$ cat src/rtl/vga_shift_in.sv
// Serial-to-parallel pixel capture: MSB-first byte assembly, column tagging, 2-entry output FIFO.
// Optional build macro SHIFTIN_INVERT_EN inverts serIn for active-low video sources.
module vga_shift_in #(
  parameter int BYTES_PER_LINE = 64,
  parameter int ADDR_W         = 6
) (
  input  logic              clk,
  input  logic              nReset,
  input  logic              nLineStart,
  input  logic              sampleEn,
  input  logic              serIn,
  input  logic              outReady,
  output logic              outValid,
  output logic [7:0]        parOut,
  output logic [ADDR_W-1:0] colAddr,
  output logic              lineDone,
  output logic              overflow,
  input  logic              nClrOvf
);

  typedef enum logic [0:0] {
    IDLE   = 1'b0,
    ACTIVE = 1'b1
  } state_t;

  localparam logic [ADDR_W-1:0] LAST_COL = ADDR_W'(BYTES_PER_LINE - 1);

  state_t            state;
  state_t            stateNext;
  logic [6:0]        shiftReg;
  logic [6:0]        shiftNext;
  logic [2:0]        bitCnt;
  logic [2:0]        bitCntNext;
  logic [ADDR_W-1:0] colCnt;
  logic [ADDR_W-1:0] colCntNext;
  logic              lineDoneNext;

  logic              bitIn;
  logic              push;
  logic [7:0]        pushData;
  logic              pop;

  logic [1:0]        count;
  logic [1:0]        countNext;
  logic [7:0]        tailData;
  logic [7:0]        tailDataNext;
  logic [ADDR_W-1:0] tailCol;
  logic [ADDR_W-1:0] tailColNext;
  logic [7:0]        headDataNext;
  logic [ADDR_W-1:0] headColNext;
  logic              outValidNext;
  logic              overflowNext;
  logic              ovfSet;

`ifdef SHIFTIN_INVERT_EN
  assign bitIn = ~serIn;
`else
  assign bitIn = serIn;
`endif

  assign pushData = {shiftReg, bitIn};

  // Line FSM: next state, shift/bit/column counters and byte-complete push.
  always_comb begin
    stateNext    = state;
    shiftNext    = shiftReg;
    bitCntNext   = bitCnt;
    colCntNext   = colCnt;
    push         = 1'b0;
    lineDoneNext = 1'b0;
    case (state)
      IDLE: begin
        if (!nLineStart) begin
          stateNext  = ACTIVE;
          shiftNext  = 7'd0;
          bitCntNext = 3'd0;
          colCntNext = {ADDR_W{1'b0}};
        end else begin
          stateNext = IDLE;
        end
      end
      ACTIVE: begin
        if (sampleEn) begin
          shiftNext  = pushData[6:0];
          bitCntNext = bitCnt + 3'd1;
          if (bitCnt == 3'd7) begin
            push = 1'b1;
            if (colCnt == LAST_COL) begin
              lineDoneNext = 1'b1;
              stateNext    = IDLE;
              colCntNext   = {ADDR_W{1'b0}};
            end else begin
              colCntNext = colCnt + ADDR_W'(1);
            end
          end else begin
            colCntNext = colCnt;
          end
        end else begin
          shiftNext = shiftReg;
        end
        // A restart discards the partial byte but lets a completing byte push first.
        if (!nLineStart) begin
          stateNext  = ACTIVE;
          shiftNext  = 7'd0;
          bitCntNext = 3'd0;
          colCntNext = {ADDR_W{1'b0}};
        end else begin
          bitCntNext = bitCntNext;
        end
      end
      default: begin
        stateNext = IDLE;
      end
    endcase
  end

  // Two-entry FIFO held as head (drives outputs directly) and tail registers.
  always_comb begin
    pop          = (count != 2'd0) && outReady;
    countNext    = count;
    headDataNext = parOut;
    headColNext  = colAddr;
    tailDataNext = tailData;
    tailColNext  = tailCol;
    ovfSet       = 1'b0;
    case ({push, pop})
      2'b10: begin
        case (count)
          2'd0: begin
            headDataNext = pushData;
            headColNext  = colCnt;
            countNext    = 2'd1;
          end
          2'd1: begin
            tailDataNext = pushData;
            tailColNext  = colCnt;
            countNext    = 2'd2;
          end
          default: begin
            ovfSet = 1'b1;
          end
        endcase
      end
      2'b01: begin
        if (count == 2'd2) begin
          headDataNext = tailData;
          headColNext  = tailCol;
        end else begin
          headDataNext = parOut;
        end
        countNext = count - 2'd1;
      end
      2'b11: begin
        if (count == 2'd2) begin
          headDataNext = tailData;
          headColNext  = tailCol;
          tailDataNext = pushData;
          tailColNext  = colCnt;
        end else begin
          headDataNext = pushData;
          headColNext  = colCnt;
        end
      end
      default: begin
        countNext = count;
      end
    endcase
    if (ovfSet) begin
      overflowNext = 1'b1;
    end else if (!nClrOvf) begin
      overflowNext = 1'b0;
    end else begin
      overflowNext = overflow;
    end
    outValidNext = (countNext != 2'd0);
  end

  // FSM state register.
  always_ff @(posedge clk or negedge nReset) begin
    if (!nReset) begin
      state <= IDLE;
    end else begin
      state <= stateNext;
    end
  end

  // Datapath, FIFO and registered output flops.
  always_ff @(posedge clk or negedge nReset) begin
    if (!nReset) begin
      shiftReg <= 7'd0;
      bitCnt   <= 3'd0;
      colCnt   <= {ADDR_W{1'b0}};
      count    <= 2'd0;
      tailData <= 8'd0;
      tailCol  <= {ADDR_W{1'b0}};
      parOut   <= 8'd0;
      colAddr  <= {ADDR_W{1'b0}};
      outValid <= 1'b0;
      lineDone <= 1'b0;
      overflow <= 1'b0;
    end else begin
      shiftReg <= shiftNext;
      bitCnt   <= bitCntNext;
      colCnt   <= colCntNext;
      count    <= countNext;
      tailData <= tailDataNext;
      tailCol  <= tailColNext;
      parOut   <= headDataNext;
      colAddr  <= headColNext;
      outValid <= outValidNext;
      lineDone <= lineDoneNext;
      overflow <= overflowNext;
    end
  end

endmodule

$ cat config.mk
export PLATFORM = sky130hd
export DESIGN_NAME = vga_shift_in
export DESIGN_NICKNAME = d
export VERILOG_FILES = /design/src/rtl/vga_shift_in.sv
export SDC_FILE = /design/constraint.sdc
export NUM_CORES = 1
export LEC_CHECK = 0
export CAP_MARGIN = 20
export CELL_PAD_IN_SITES_DETAIL_PLACEMENT = 1
export CELL_PAD_IN_SITES_GLOBAL_PLACEMENT = 2
export CORE_UTILIZATION = 29
export DETAILED_ROUTE_END_ITERATION = 7
export PLACE_DENSITY = 0.76
export RECOVER_POWER = 25
export SKIP_CTS_REPAIR_TIMING = 1
export SLEW_MARGIN = 25
export SYNTH_ARGS = -nofsm -noshare
export SYNTH_HDL_FRONTEND = slang
export SYNTH_SLANG_ARGS = --single-unit
$ cat constraint.sdc
create_clock -name clk -period 5.55 [get_ports clk]
set_clock_uncertainty 0.1 [all_clocks]
set_input_delay 0.555 -clock clk [delete_from_list [all_inputs] [get_ports clk]]
set_output_delay 0.555 -clock clk [all_outputs]
set_load 0.005 [all_outputs]
==> results of run 1 <==
==> worst min-delay path by stage <==
stage,start,endpoint,slack (ns),cells past startpoint
finish,tailCol[5],tailCol[5],0.41,1
global route,tailData[7],tailData[7],0.44,1
CTS,nReset,shiftReg[0],0.28,2
detailed placement,tailCol[5],tailCol[5],0.40,1
global placement,overflow,overflow,0.39,1
floorplan,nReset,bitCnt[0],0.16,0
==> cells in the final DEF, fill, tap and decap left out, types with 2 or more instances in the layout <==
cell type,count
dfrtp_1,50
nand2_1,27
clkdlybuf4s50_1,22
nor2_1,17
a21oi_1,14
mux2_2,14
a22oi_1,14
a21boi_0,11
ha_1,10
inv_1,8
clkbuf_8,7
a21oi_2,6
nand3_1,4
and2_1,4
o21ai_0,3
xnor2_1,3
a221oi_1,2
==> state kept, by name, indices dropped and copies added, names as in the netlist <==
name and count:
shiftReg 7, colAddr 6, parOut 8, count 2
state 1, tailData 8, overflow 1, tailCol 6
bitCnt 3, outValid 1, colCnt 6, lineDone 1
==> through the flow <==
| stage | cells | util [%] |
|---|---|---|
| 2_1_floorplan | 208 | - |
| 3_3_place_gp | 327 | 34.1 |
| 3_5_place_dp | 328 | 34.2 |
| 4_1_cts | 336 | 35.6 |
| 5_1_grt | 336 | 35.6 |
| 6_report | 336 | 35.6 |
==> per-layer routing <==
metal	track usage (%)	wire length [µm]	vias up
met5	0	0	-
met4	3.97	48	0
met3	2.51	114	5
met2	18.0	1940	26
met1	17.6	2420	762
li1	-	-	777
==> worst reg2reg max path, delay by kind of cell (launching register included) <==
family,cells,cell delay (ns)
buf+inv,1,0.21
fa+ha+maj,3,0.64
simple gates,2,0.63
compound gates,3,0.52
flops,1,0.38
==> where the power goes <==
part | internal (mW) | switching (mW) | leakage, nW
Clock | 0.114 | 0.122 | 0.0544
Sequential | 0.431 | 0.0323 | 0.657
Combinational | 0.184 | 0.190 | 0.471
Total | 0.730 | 0.344 | 1.18
==> kinds of logic after synthesis <==
family          Yosys count  synth area share, %
fa+ha+maj                10                 5.40
compound gates           54                 17.0
xor+xnor                  3                 1.13
buf+inv                  16                 3.46
flops                    50                 54.0
simple gates             60                 11.8
mux                      15                 7.24
==> layout make-up <==
class	count	area share, %
multi-input combinational	142	35.9
tap	102	4.64
timing repair buffer	26	9.02
clock inverter	1	0.319
clock buffer	7	3.51
sequential	50	45.5
inverter	8	1.09
==> impl_metrics.py, run 1 <==
metrics = {
    "critical_path": {
        "crit_cells": 2,
        "cp_data_arrival_time_ns": 2.54,
        "critPathLaunchType": "input port",
        "path_buf_inv": 2,
        "path_class": "in2async",
        "cpLargestDelayFamily": "buffers and inverters",
        "required_ns": 5.30,
        "r2r_end": "parOut[6]",
        "path_cells": "buf_2, clkbuf_1",
        "r2r-start": "bitCnt[0]",
        "path_max_fanout": 50,
        "max_stage_delay_ns": 1.87,
        "worstRegToRegCells": 9,
        "critPathCaptureType": "async pin",
        "cp-endpoint": "colCnt[4]",
        "slowest_stage": "clkbuf_1",
        "regToRegSetupSlack_ns": 2.99,
        "worstSetupStartpoint": "nReset",
    },
    "timing": {
        "setup_viol": 0,
        "rsz0062_at_grt": "false",
        "clock.fmax_mhz": 359,
        "holdWs_ns": 0.414,
        "finalCriticalPeriod_ns": 2.78,
        "fin_crit_sh_pct": 50.2,
        "slew_headroom_pct": -77.4,
        "slew_viol_final": 51,
        "worst_slew_pin_slew_ns": 2.66,
        "setup_ws_ns": 2.77,
        "setup_tns_ns": 0,
        "hold_viol_final": 0,
    },
    "clock_network": {
        "cts_tree": "yes",
        "clock-root-buffer": "clkbuf_8",
        "clk_path_buf_depth": 2,
        "cts_max_level": 2,
        "insertion_delay_ns": 0.30,
        "clkTransAtPathRegs_ns": 0.09,
        "clkSinkCount": 50,
        "cts_buffers": 5,
    },
    "global_route": {
        "grt_max_degree": 51,
        "grt_pass1_wl_um": 7970,
        "grt_use_total_pct": 12.2,
        "grt_pass1_vias": 1638,
        "antenna_found_initial": 0,
        "grt_overflow": 0,
    },
    "power": {
        "power_mw": 1.07,
        "leakagePower_nw": 1.18,
        "power.density_mw_per_mm2": 391,
        "ir_worst_vdd_uv": 147,
    },
    "logic_synthesis": {
        "netlist_instances": 208,
        "synth_top_area_share_pct": 54.0,
        "yosysMostFrequentCell": "dfrtp_1",
        "synth_cell_types": 32,
        "synth.net_count": 225,
        "yosysTopAreaCell": "dfrtp_1",
        "yosysWarnings": 0,
        "syn_area_mm2": 0.00232,
        "synth-edff-count": 0,
        "ys_seq_area_share_pct": 54.0,
        "synth_common_cells": "50 x dfrtp_1, 27 x nand2_1, 17 x nor2_1",
        "synth-async-reset-ratio_pct": 100,
        "ys_ff_latch": 50,
        "ys_top_cells_by_area": "dfrtp_1 54%, mux2_2 6.8%, ha_1 5.4%",
        "synthFlopType": "dfrtp_1",
        "avgSynthCellArea_um2": 11.1,
    },
    "cells_and_area": {
        "drive_gt1_share_pct": 15.0,
        "final_nets": 250,
        "seqCellArea_mm2": 0.00125,
        "num-fill-cells": 868,
        "syn2layout_area_growth_pct": 18.6,
        "multi_input_area_um2": 986,
        "n_antenna_cell": 0,
        "fin_area_mm2": 0.00275,
    },
    "drt": {
        "vias": 1570,
        "drc_errors": 0,
        "dr.pass1.iters": 4,
        "post_drt_wl_per_cell_um": 13.5,
        "drt.antenna.violating_nets": 0,
        "drt_iter0_drc": 70,
        "routed_wl_um": 4530,
        "via_per_inst": 4.67,
    },
    "floorplanning": {
        "die_w_um": 91.4,
        "rows": 32,
        "core_mm2": 0.00773,
        "ios": 24,
        "dieArea_mm2": 0.00835,
        "die_h_um": 91.4,
        "initial_core_util_pct": 30.0,
    },
    "hold_path": {
        "hold_path.class": "reg2reg",
    },
    "place": {
        "place.gp.congestion": 0.686,
        "portBuffers": 23,
        "post_dp_cell_area_mm2": 0.00265,
        "pre_cts_slack_ns": 2.60,
        "hpwl_um": 3160,
    },
    "run_status": {
        "status": "finished with violations",
        "violations": "capacitance limit, slew limit",
    },
    "run": {
        "maxCapViolCount": 1,
    },
}
Note: power is estimated with default switching activity, not from simulation.
==> run 2, diff against run 1 <==
- clock period: 5.55 -> 2.9 ns (I/O delays scaled with it)
==> run 2 against run 1 <==
Compared with the run above: the flow still finishes with violations (capacitance limit, slew limit); final cell count increased by 0.89%; cell area grew 0.32%; power is 87% higher; highest routed layer unchanged; wire length up 3.3%; worst hold slack got worse by 0.014 ns; via count up 1.1%.
==> impl_metrics.py, run 2 (same netlist as run 1, synthesis figures left out) <==
metrics = {
    "run_status": {
        "status": "finished with violations",
        "violations": "capacitance limit, slew limit",
    },
    "timing": {
        "rsz0062_at_grt": "false",
        "slew_headroom_pct": -17.0,
        "clock.fmax_mhz": 410,
        "fin_crit_sh_pct": 84.0,
        "slew_viol_final": 34,
        "finalCriticalPeriod_ns": 2.44,
        "setup_viol": 0,
        "worst_slew_pin_slew_ns": 1.75,
        "hold_viol_final": 0,
        "setup_tns_ns": 0,
    },
    "cells_and_area": {
        "final_nets": 253,
        "syn2layout_area_growth_pct": 19.0,
        "top_regs": "parOut (8), tailData (8), shiftReg (7)",
        "layout_common_cells": "50 x dfrtp_1, 27 x nand2_1, 22 x clkdlybuf4s50_1",
        "drive_gt1_share_pct": 15.6,
        "layout_commonest_cell": "dfrtp_1",
        "n_antenna_cell": 0,
        "fin_util_pct": 35.7,
    },
    "global_route": {
        "grt_pass1_wl_um": 8380,
        "antenna_found_initial": 0,
        "grt_max_degree": 34,
        "grt_overflow": 0,
        "grt_pass1_vias": 1619,
        "grt_use_total_pct": 12.8,
    },
    "power": {
        "p_comb_share_pct": 35.5,
        "power_frac_seq_pct": 43.9,
        "p_clk_share_pct": 20.6,
        "leakagePower_nw": 1.19,
        "intPower_mw": 1.35,
        "power.density_mw_per_mm2": 730,
        "switching_power_mw": 0.666,
        "swShare_pct": 33.1,
        "ir_worst_vdd_uv": 221,
    },
    "drt": {
        "drt_iter0_drc": 38,
        "routed_wl_um": 4680,
        "via_per_inst": 4.68,
        "dr.pass1.iters": 4,
        "drt.antenna.violating_nets": 0,
        "drc_errors": 0,
        "post_drt_wl_per_cell_um": 13.8,
        "vias": 1587,
    },
    "hold_path": {
        "hp-start": "overflow",
        "holdPathEnd": "overflow",
        "hold_path.class": "reg2reg",
        "min_path_cells": 1,
    },
    "clock_network": {
        "clk_path_buf_depth": 2,
        "clkTransAtPathRegs_ns": 0.10,
        "insertion_delay_ns": 0.30,
        "clock-root-buffer": "clkbuf_8",
        "cts_max_level": 2,
        "cts_buffers": 5,
        "cts_tree": "yes",
        "clkSinkCount": 50,
    },
    "critical_path": {
        "max_stage_delay_ns": 0.40,
        "crit_top_cell": "ha_1",
        "path_class": "reg2reg",
        "cpLargestDelayFamily": "adder cells",
        "critPathCaptureType": "flop",
        "r2r_end": "tailCol[4]",
        "r2r-start": "bitCnt[0]",
        "path_buf_inv": 2,
        "cp_data_arrival_time_ns": 2.53,
        "worstSetupStartpoint": "bitCnt[0]",
        "required_ns": 3.00,
        "critPathLaunchType": "flop",
        "slowest_stage": "dfrtp_1",
        "path_max_fanout": 14,
        "worstRegToRegCells": 9,
        "path_cells": "ha_1, ha_1, nand3_4, inv_1, ha_1, mux2i_1, a21oi_1, buf_4, mux2_2",
        "regToRegSetupSlack_ns": 0.46,
    },
    "floorplanning": {
        "core_mm2": 0.00773,
        "die_h_um": 91.4,
        "ios": 24,
        "dieArea_mm2": 0.00835,
        "rows": 32,
        "die_w_um": 91.4,
        "initial_core_util_pct": 30.0,
    },
    "place": {
        "hpwl_um": 3390,
        "place.gp.congestion": 0.694,
        "portBuffers": 23,
    },
    "run": {
        "maxCapViolCount": 1,
    },
}
run 2: area by class of cell:
class	count	area, µm²
fillers	857	4970
repair buffers	29	272
clock buffers	5	68.8
flip-flops and latches	50	1250
clock inverters	3	21.3
inverters	8	30.0
multi-input cells	142	986
well taps	102	128
run 2: routing by layer:
layer | vias up | global-route usage (%) | wire length [µm]
met5 | - | 0 | 0
met4 | 0 | 3.57 | 53
met3 | 5 | 3.02 | 123
met2 | 25 | 19.6 | 2150
met1 | 779 | 17.9 | 2350
li1 | 778 | - | -
run 2: stage by stage:
| step | std cells | total power, mW | setup WS, ns | area (µm²) | hold WS (ns) |
|---|---|---|---|---|---|
| after floorplan | 208 | 1.33 | 0.450 | 2320 | -0.106 |
| after global placement | 330 | 1.61 | 0.392 | 2660 | 0.291 |
| after detailed placement | 330 | 1.63 | 0.318 | 2660 | 0.298 |
| after CTS | 338 | 2.05 | 0.421 | 2750 | -0.0443 |
| after global routing | 339 | 2.17 | 0.308 | 2760 | 0.433 |
| final | 339 | 2.01 | 0.463 | 2760 | 0.400 |
run 2: worst max path at each step:
stage | endpoint | depth (start not counted)
after floorplan | tailCol[0] | 9
after global placement | tailData[1] | 8
after detailed placement | tailCol[4] | 8
after CTS | tailCol[3] | 9
after global routing | tailCol[4] | 9
final | tailCol[4] | 9
run 2: power groups by stage:
stage	Clock, mW	Combinational, mW	Sequential (mW)
6_report	0.414	0.715	0.883
5_1_grt	0.457	0.811	0.904
4_1_cts	0.434	0.729	0.888
3_5_place_dp	0	0.728	0.903
3_3_place_gp	0	0.717	0.896
2_1_floorplan	0	0.421	0.907
